**config.mk**
```make
export PLATFORM = sky130hd
export DESIGN_NAME = swt16_hazard_ctrl
export DESIGN_NICKNAME = d
export VERILOG_FILES = /design/src/rtl/swt16_pkg.sv /design/src/rtl/swt16_src_match.sv /design/src/rtl/swt16_hazard_ctrl.sv
export SDC_FILE = /design/constraint.sdc
export NUM_CORES = 1
export LEC_CHECK = 0
export ABC_CLOCK_PERIOD_IN_PS = 2600
export CORE_MARGIN = 2
export CORE_UTILIZATION = 50
export CTS_BUF_LIST = sky130_fd_sc_hd__clkbuf_8
export DETAILED_ROUTE_END_ITERATION = 7
export GPL_TIMING_DRIVEN = 0
export PLACE_DENSITY = 0.89
export SLEW_MARGIN = 20
export SYNTH_ARGS = -nofsm -noshare
export SYNTH_HDL_FRONTEND = slang
export SYNTH_SLANG_ARGS = --single-unit
```
**constraint.sdc**
```tcl
create_clock -name clock -period 2.6 [get_ports clock]
set_input_delay 0.39 -clock clock [delete_from_list [all_inputs] [get_ports clock]]
set_output_delay 0.39 -clock clock [all_outputs]
set_load 0.03 [all_outputs]
```
**src/rtl/swt16_pkg.sv**
```systemverilog
// swt16 hazard control shared types: in-flight slot record,
// source-select encodings and default pipeline depth.
package swt16_pkg;

  localparam int SWT16_DEPTH_DEF = 3;
  localparam int IDX_MAX_W       = 8;

  localparam logic [2:0] SEL_REGFILE = 3'd0;
  localparam logic [2:0] SEL_EX      = 3'd1;
  localparam logic [2:0] SEL_MEM     = 3'd2;

  typedef struct packed {
    logic                 valid;
    logic                 writes;
    logic                 is_load;
    logic [IDX_MAX_W-1:0] dst_idx;
  } slot_t;

endpackage

```
**src/rtl/swt16_src_match.sv**
```systemverilog
// Youngest-writer lookup for one source operand.
// Ports: i_used/i_idx source, i_slots (index 0 = EX), o_sel, o_stall_req.
module swt16_src_match
  import swt16_pkg::*;
#(
  parameter int DEPTH      = SWT16_DEPTH_DEF,
  parameter int BYPASS_EX  = 1,
  parameter int BYPASS_MEM = 1
) (
  input  logic                 i_used,
  input  logic [IDX_MAX_W-1:0] i_idx,
  input  slot_t [DEPTH-1:0]    i_slots,
  output logic [2:0]           o_sel,
  output logic                 o_stall_req
);

  logic w_hit;

  // Scan from EX outward; the first hit is the youngest writer.
  always_comb begin
    w_hit       = 1'b0;
    o_sel       = SEL_REGFILE;
    o_stall_req = 1'b0;
    for (int k = 0; k < DEPTH; k++) begin
      if (!w_hit && i_used &&
          i_slots[k].valid && i_slots[k].writes &&
          i_slots[k].dst_idx == i_idx) begin
        w_hit = 1'b1;
        o_sel = 3'(k + 1);
        if (k == 0)
          o_stall_req = i_slots[k].is_load ||
                        (BYPASS_EX == 0);
        else
          // WB slot writes the regfile this cycle:
          // bypassing it is always possible.
          o_stall_req = (BYPASS_MEM == 0) &&
                        (k + 1 < DEPTH);
      end
    end
  end

endmodule

```
**src/rtl/swt16_hazard_ctrl.sv**
```systemverilog
// Central stall/bypass control: tracks in-flight writers and selects
// operand sources for DC. Ports: DC record + 3 sources, flush; stall, sels, count.
module swt16_hazard_ctrl
  import swt16_pkg::*;
#(
  parameter int REG_IDX_WIDTH = 4,
  parameter int DEPTH         = SWT16_DEPTH_DEF,
  parameter int BYPASS_EX     = 1,
  parameter int BYPASS_MEM    = 1,
  parameter int CNT_WIDTH     = 16
) (
  input  logic                     clock,
  input  logic                     reset,
  input  logic                     in_dc_valid,
  input  logic                     in_dc_writes,
  input  logic                     in_dc_is_load,
  input  logic [REG_IDX_WIDTH-1:0] in_dc_dst_idx,
  input  logic [REG_IDX_WIDTH-1:0] in_src1_idx,
  input  logic [REG_IDX_WIDTH-1:0] in_src2_idx,
  input  logic [REG_IDX_WIDTH-1:0] in_src3_idx,
  input  logic                     in_src1_used,
  input  logic                     in_src2_used,
  input  logic                     in_src3_used,
  input  logic                     in_flush,
  output logic                     out_stall,
  output logic [2:0]               out_src1_sel,
  output logic [2:0]               out_src2_sel,
  output logic [2:0]               out_src3_sel,
  output logic [CNT_WIDTH-1:0]     out_stall_count
);

  slot_t [DEPTH-1:0]    r_slots;
  logic [CNT_WIDTH-1:0] r_cnt;
  logic [2:0]           w_req;
  slot_t                w_new;

  swt16_src_match #(
    .DEPTH(DEPTH), .BYPASS_EX(BYPASS_EX),
    .BYPASS_MEM(BYPASS_MEM)
  ) u_src1 (
    .i_used(in_src1_used),
    .i_idx(IDX_MAX_W'(in_src1_idx)),
    .i_slots(r_slots),
    .o_sel(out_src1_sel),
    .o_stall_req(w_req[0])
  );

  swt16_src_match #(
    .DEPTH(DEPTH), .BYPASS_EX(BYPASS_EX),
    .BYPASS_MEM(BYPASS_MEM)
  ) u_src2 (
    .i_used(in_src2_used),
    .i_idx(IDX_MAX_W'(in_src2_idx)),
    .i_slots(r_slots),
    .o_sel(out_src2_sel),
    .o_stall_req(w_req[1])
  );

  swt16_src_match #(
    .DEPTH(DEPTH), .BYPASS_EX(BYPASS_EX),
    .BYPASS_MEM(BYPASS_MEM)
  ) u_src3 (
    .i_used(in_src3_used),
    .i_idx(IDX_MAX_W'(in_src3_idx)),
    .i_slots(r_slots),
    .o_sel(out_src3_sel),
    .o_stall_req(w_req[2])
  );

  // Flush beats stall: the DC instruction is discarded anyway.
  assign out_stall = in_dc_valid && !in_flush && (|w_req);

  always_comb begin
    w_new         = '0;
    w_new.valid   = in_dc_valid && !out_stall && !in_flush;
    w_new.writes  = in_dc_writes;
    w_new.is_load = in_dc_is_load;
    w_new.dst_idx = IDX_MAX_W'(in_dc_dst_idx);
  end

  always_ff @(posedge clock) begin
    if (reset) begin
      r_slots <= '0;
      r_cnt   <= '0;
    end else begin
      r_slots <= {r_slots[DEPTH-2:0], w_new};
      if (out_stall && r_cnt != '1)
        r_cnt <= r_cnt + 1'b1;
    end
  end

  assign out_stall_count = r_cnt;

endmodule
```
==> flow_summary.yaml <==
outcome:
  status: "finished, final reports clean"
clocking:
  htreeDepth: 2
  cts_buffers: 5
  cts_tree: "built"
  clk_latency_ns: 0.30
  cts_sinks: 35
  cts_root_buffer: "clkbuf_8"
  cts_hold_buf: 0
  clock_path_buffers: 2
  cts.clk_slew.worst_paths_ns: 0.08
sta:
  max_freq_mhz: 400
  fin_ws_ns: 0.102
  final.min_clock_period_ns: 2.50
  finalSetupViolations: 0
  grt_setup_unrepaired: "false"
  period_share_pct: 96.1
  clock_skew_ns: 0.0106
  final.setup.tns_ns: 0
  hold_viol_final: 0
  finalMaxSlewViolations: 0
synth:
  syn_area_um2: 1960
  syn_area_per_cell_um2: 8.76
  yosysMostFrequentCell: "dfxtp_1"
  synth_area_leader_cell: "dfxtp_1"
  synth_seq_cells: 35
  synthAdderAreaFrac_pct: 0.638
  synth_area_leaders: "dfxtp_1, xnor2_1, nor2b_1"
  yosysTopAreaCellShare_pct: 35.7
  synth_mux_area_share_pct: 3.44
  synth-main-ff-cell: "dfxtp_1"
  yosys.area_share.xor_xnor_pct: 16.5
  synthSimpleGateAreaFrac_pct: 31.6
  synth_compound_area_share_pct: 8.55
  synth_top_family_by_area: "simple AND/OR/NAND/NOR gates"
  netlist_top_cells_count: "dfxtp_1, nor2b_1, xnor2_1"
  synth_edf_count: 0
  yosysUniqueCellTypes: 37
  ys_seq_area_share_pct: 35.7
  netlist_instances: 224
  yosys_warnings: 0
  synthArstFlopShare_pct: 0
worst_hold_path:
  hold_end: "r_slots[20]$_SDFF_PP0_"
  min-delay-start: "r_slots[9]$_SDFF_PP0_"
  hold_class: "flip-flop to flip-flop"
  hold_depth: 1
die:
  rows: 22
  die_area_um2: 4440
  core-area_um2: 3720
  die_y_um: 66.6
  initial_core_util_pct: 52.8
  pin_count: 51
  die-width_um: 66.6
route:
  first_pass_iters: 4
  route.detailed.drc: 0
  routed_wirelength_um: 4560
  vias: 1802
  viasPerCell: 5.40
  routedWlPerCell_um: 13.7
  ant_nets: 0
  drt_iter0_markers: 94
global_route:
  grt_max_degree: 14
  grt_pass1_vias: 1655
  grt_pass1_wl_um: 7560
  grt_usage_pct: 22.8
  antenna_found_initial: 0
  grt_overflow: 0
worst_setup_path:
  r2r_cells: 7
  critPathLaunchType: "input port"
  end_kind: "output port"
  max_stage_delay_ns: 0.49
  required_ns: 2.21
  crit_type: "input port to output port"
  worstReg2RegEnd: "out_stall_count[8]$_SDFFE_PP0P_"
  r2r_setup_slack_ns: 0.41
  worstReg2RegStart: "out_stall_count[3]$_SDFFE_PP0P_"
  path_cells: "clkdlybuf4s50_1, xor2_1, nor3_2, nand4_2, a31o_4, buf_6, inv_1, buf_2"
  critical_path_peak_fanout: 10
  crit_slowest_cell: "clkdlybuf4s50_1"
  arrival_ns: 2.11
layout:
  n_fill_cell: 309
  syn_to_final_growth_pct: 34.9
  fin_nets: 311
  drive_above_1_share_pct: 11.5
  antenna_cells: 0
  utilization_pct: 71.2
power_and_ir_drop:
  seq_power_share_pct: 46.8
  p_leak_nw: 1.03
  internal-power_mw: 0.910
  ir_worst_vdd_v: 0.000439
  power-per-cell-area_nw_per_um2: 454
  switching_share_pct: 24.3
  combinationalPowerShare_pct: 10.9
  clkPwrFrac_pct: 42.3
  power.switching_mw: 0.293
placement:
  globalplace.congestion: 0.894
  port_buffers: 47
  post-place-ws_ns: -0.483
  dp_hpwl_um: 3420
flow_run:
  max_cap_violations: 0
[area by class of cell]
class                      count  area [um2]  area share (%)
inverter                       2        7.51           0.284
buffer                        10        57.6            2.17
clock inverter                 3        47.5            1.80
sequential                    35         701            26.5
tap                           48        60.1            2.27
clock buffer                   5        68.8            2.60
multi-input combinational    179        1210            45.7
timing repair buffer          52         497            18.8
[layer usage]
metal | track usage [%] | vias to the layer above | part of all wire [%]
li1 | - | 913 | -
met2 | 36.4 | 65 | 46
met3 | 6.25 | 6 | 6.1
met5 | 0 | - | 0
met1 | 30.1 | 818 | 47
met4 | 6.63 | 0 | 1.2
[power groups by stage]
stage	registers [mW]	clock network [mW]	logic (mW)
2_1_floorplan	0.569	0	0.0734
3_3_place_gp	0.574	0	0.129
3_5_place_dp	0.574	0	0.130
4_1_cts	0.562	0.513	0.132
5_1_grt	0.564	0.535	0.144
6_report	0.563	0.509	0.131
[cell usage in the layout (no fill, tap or decap), drive strengths merged]
| cell type | count |
|---|---|
| conb | 3 |
| a31oi | 2 |
| and4 | 1 |
| dfxtp | 35 |
| dlymetal6s2s | 1 |
| nand3b | 2 |
| o41ai | 1 |
| clkdlybuf4s50 | 38 |
| nor4 | 3 |
| ha | 1 |
| clkinv | 1 |
| a2111oi | 1 |
| nor2 | 14 |
| o211a | 2 |
| nand3 | 11 |
| and2 | 2 |
| o21ai | 5 |
| dlygate4sd2 | 7 |
| nand4b | 1 |
| nor3b | 1 |
| bufinv | 1 |
| mux2 | 6 |
| a21oi | 9 |
| clkbuf | 10 |
| nor3 | 11 |
| a31o | 1 |
| buf | 11 |
| o31ai | 4 |
| nand2 | 12 |
| xor2 | 15 |
| or4 | 4 |
| xnor2 | 22 |
| nor2b | 24 |
| nand4 | 12 |
| inv | 3 |
| and3 | 7 |
| or3 | 2 |
[registers in the layout, summed over array words and instances (netlist names)]
register         flops
r_slots             19
out_stall_count     16
[critical path: cells and delay by family]
family	cells	cell delay (ns)
AO/OA/AOI/OAI	1	0.30
XOR/XNOR	1	0.20
buffers and inverters	4	0.87
AND/OR/NAND/NOR	2	0.36
[worst max path at each step]
stage	startpoint	endpoint	slack [ns]	depth (start not counted)
final	in_src3_idx[3]	out_stall	0.10	8
after global routing	in_src3_idx[3]	out_stall	0.02	8
after CTS	in_src1_idx[1]	out_stall	-0.05	8
after detailed placement	in_src3_idx[3]	out_stall	-0.48	8
after global placement	in_src3_idx[3]	out_stall	-0.48	8
after floorplan	out_stall_count[0]$_SDFFE_PP0P_	out_stall_count[2]$_SDFFE_PP0P_	0.52	8
[timing repair]
item	CTS	global route
endpoints found under the hold margin	0	0
setup buffers	0	5
resized for setup	12	2
pin swaps	3	0
setup endpoints to repair	7	1
[through the flow]
stage	total power, mW	std cells	area [um2]	hold slack (ns)
5_1_grt	1.24	334	2650	0.489
3_5_place_dp	0.705	321	2500	0.449
6_report	1.20	334	2650	0.467
2_1_floorplan	0.643	226	1970	0.429
4_1_cts	1.21	329	2610	0.467
3_3_place_gp	0.703	321	2500	0.437
[kinds of logic (layout without fill, tap and decap cells)]
| logic type | after synthesis | after routing |
|---|---|---|
| simple gates | 107 | 107 |
| fa+ha+maj | 1 | 1 |
| other cells | 1 | 3 |
| xor+xnor | 37 | 37 |
| compound gates | 25 | 25 |
| mux | 6 | 6 |
| buf+inv | 12 | 72 |
| flops | 35 | 35 |
Note: power is estimated with default switching activity, not from simulation.
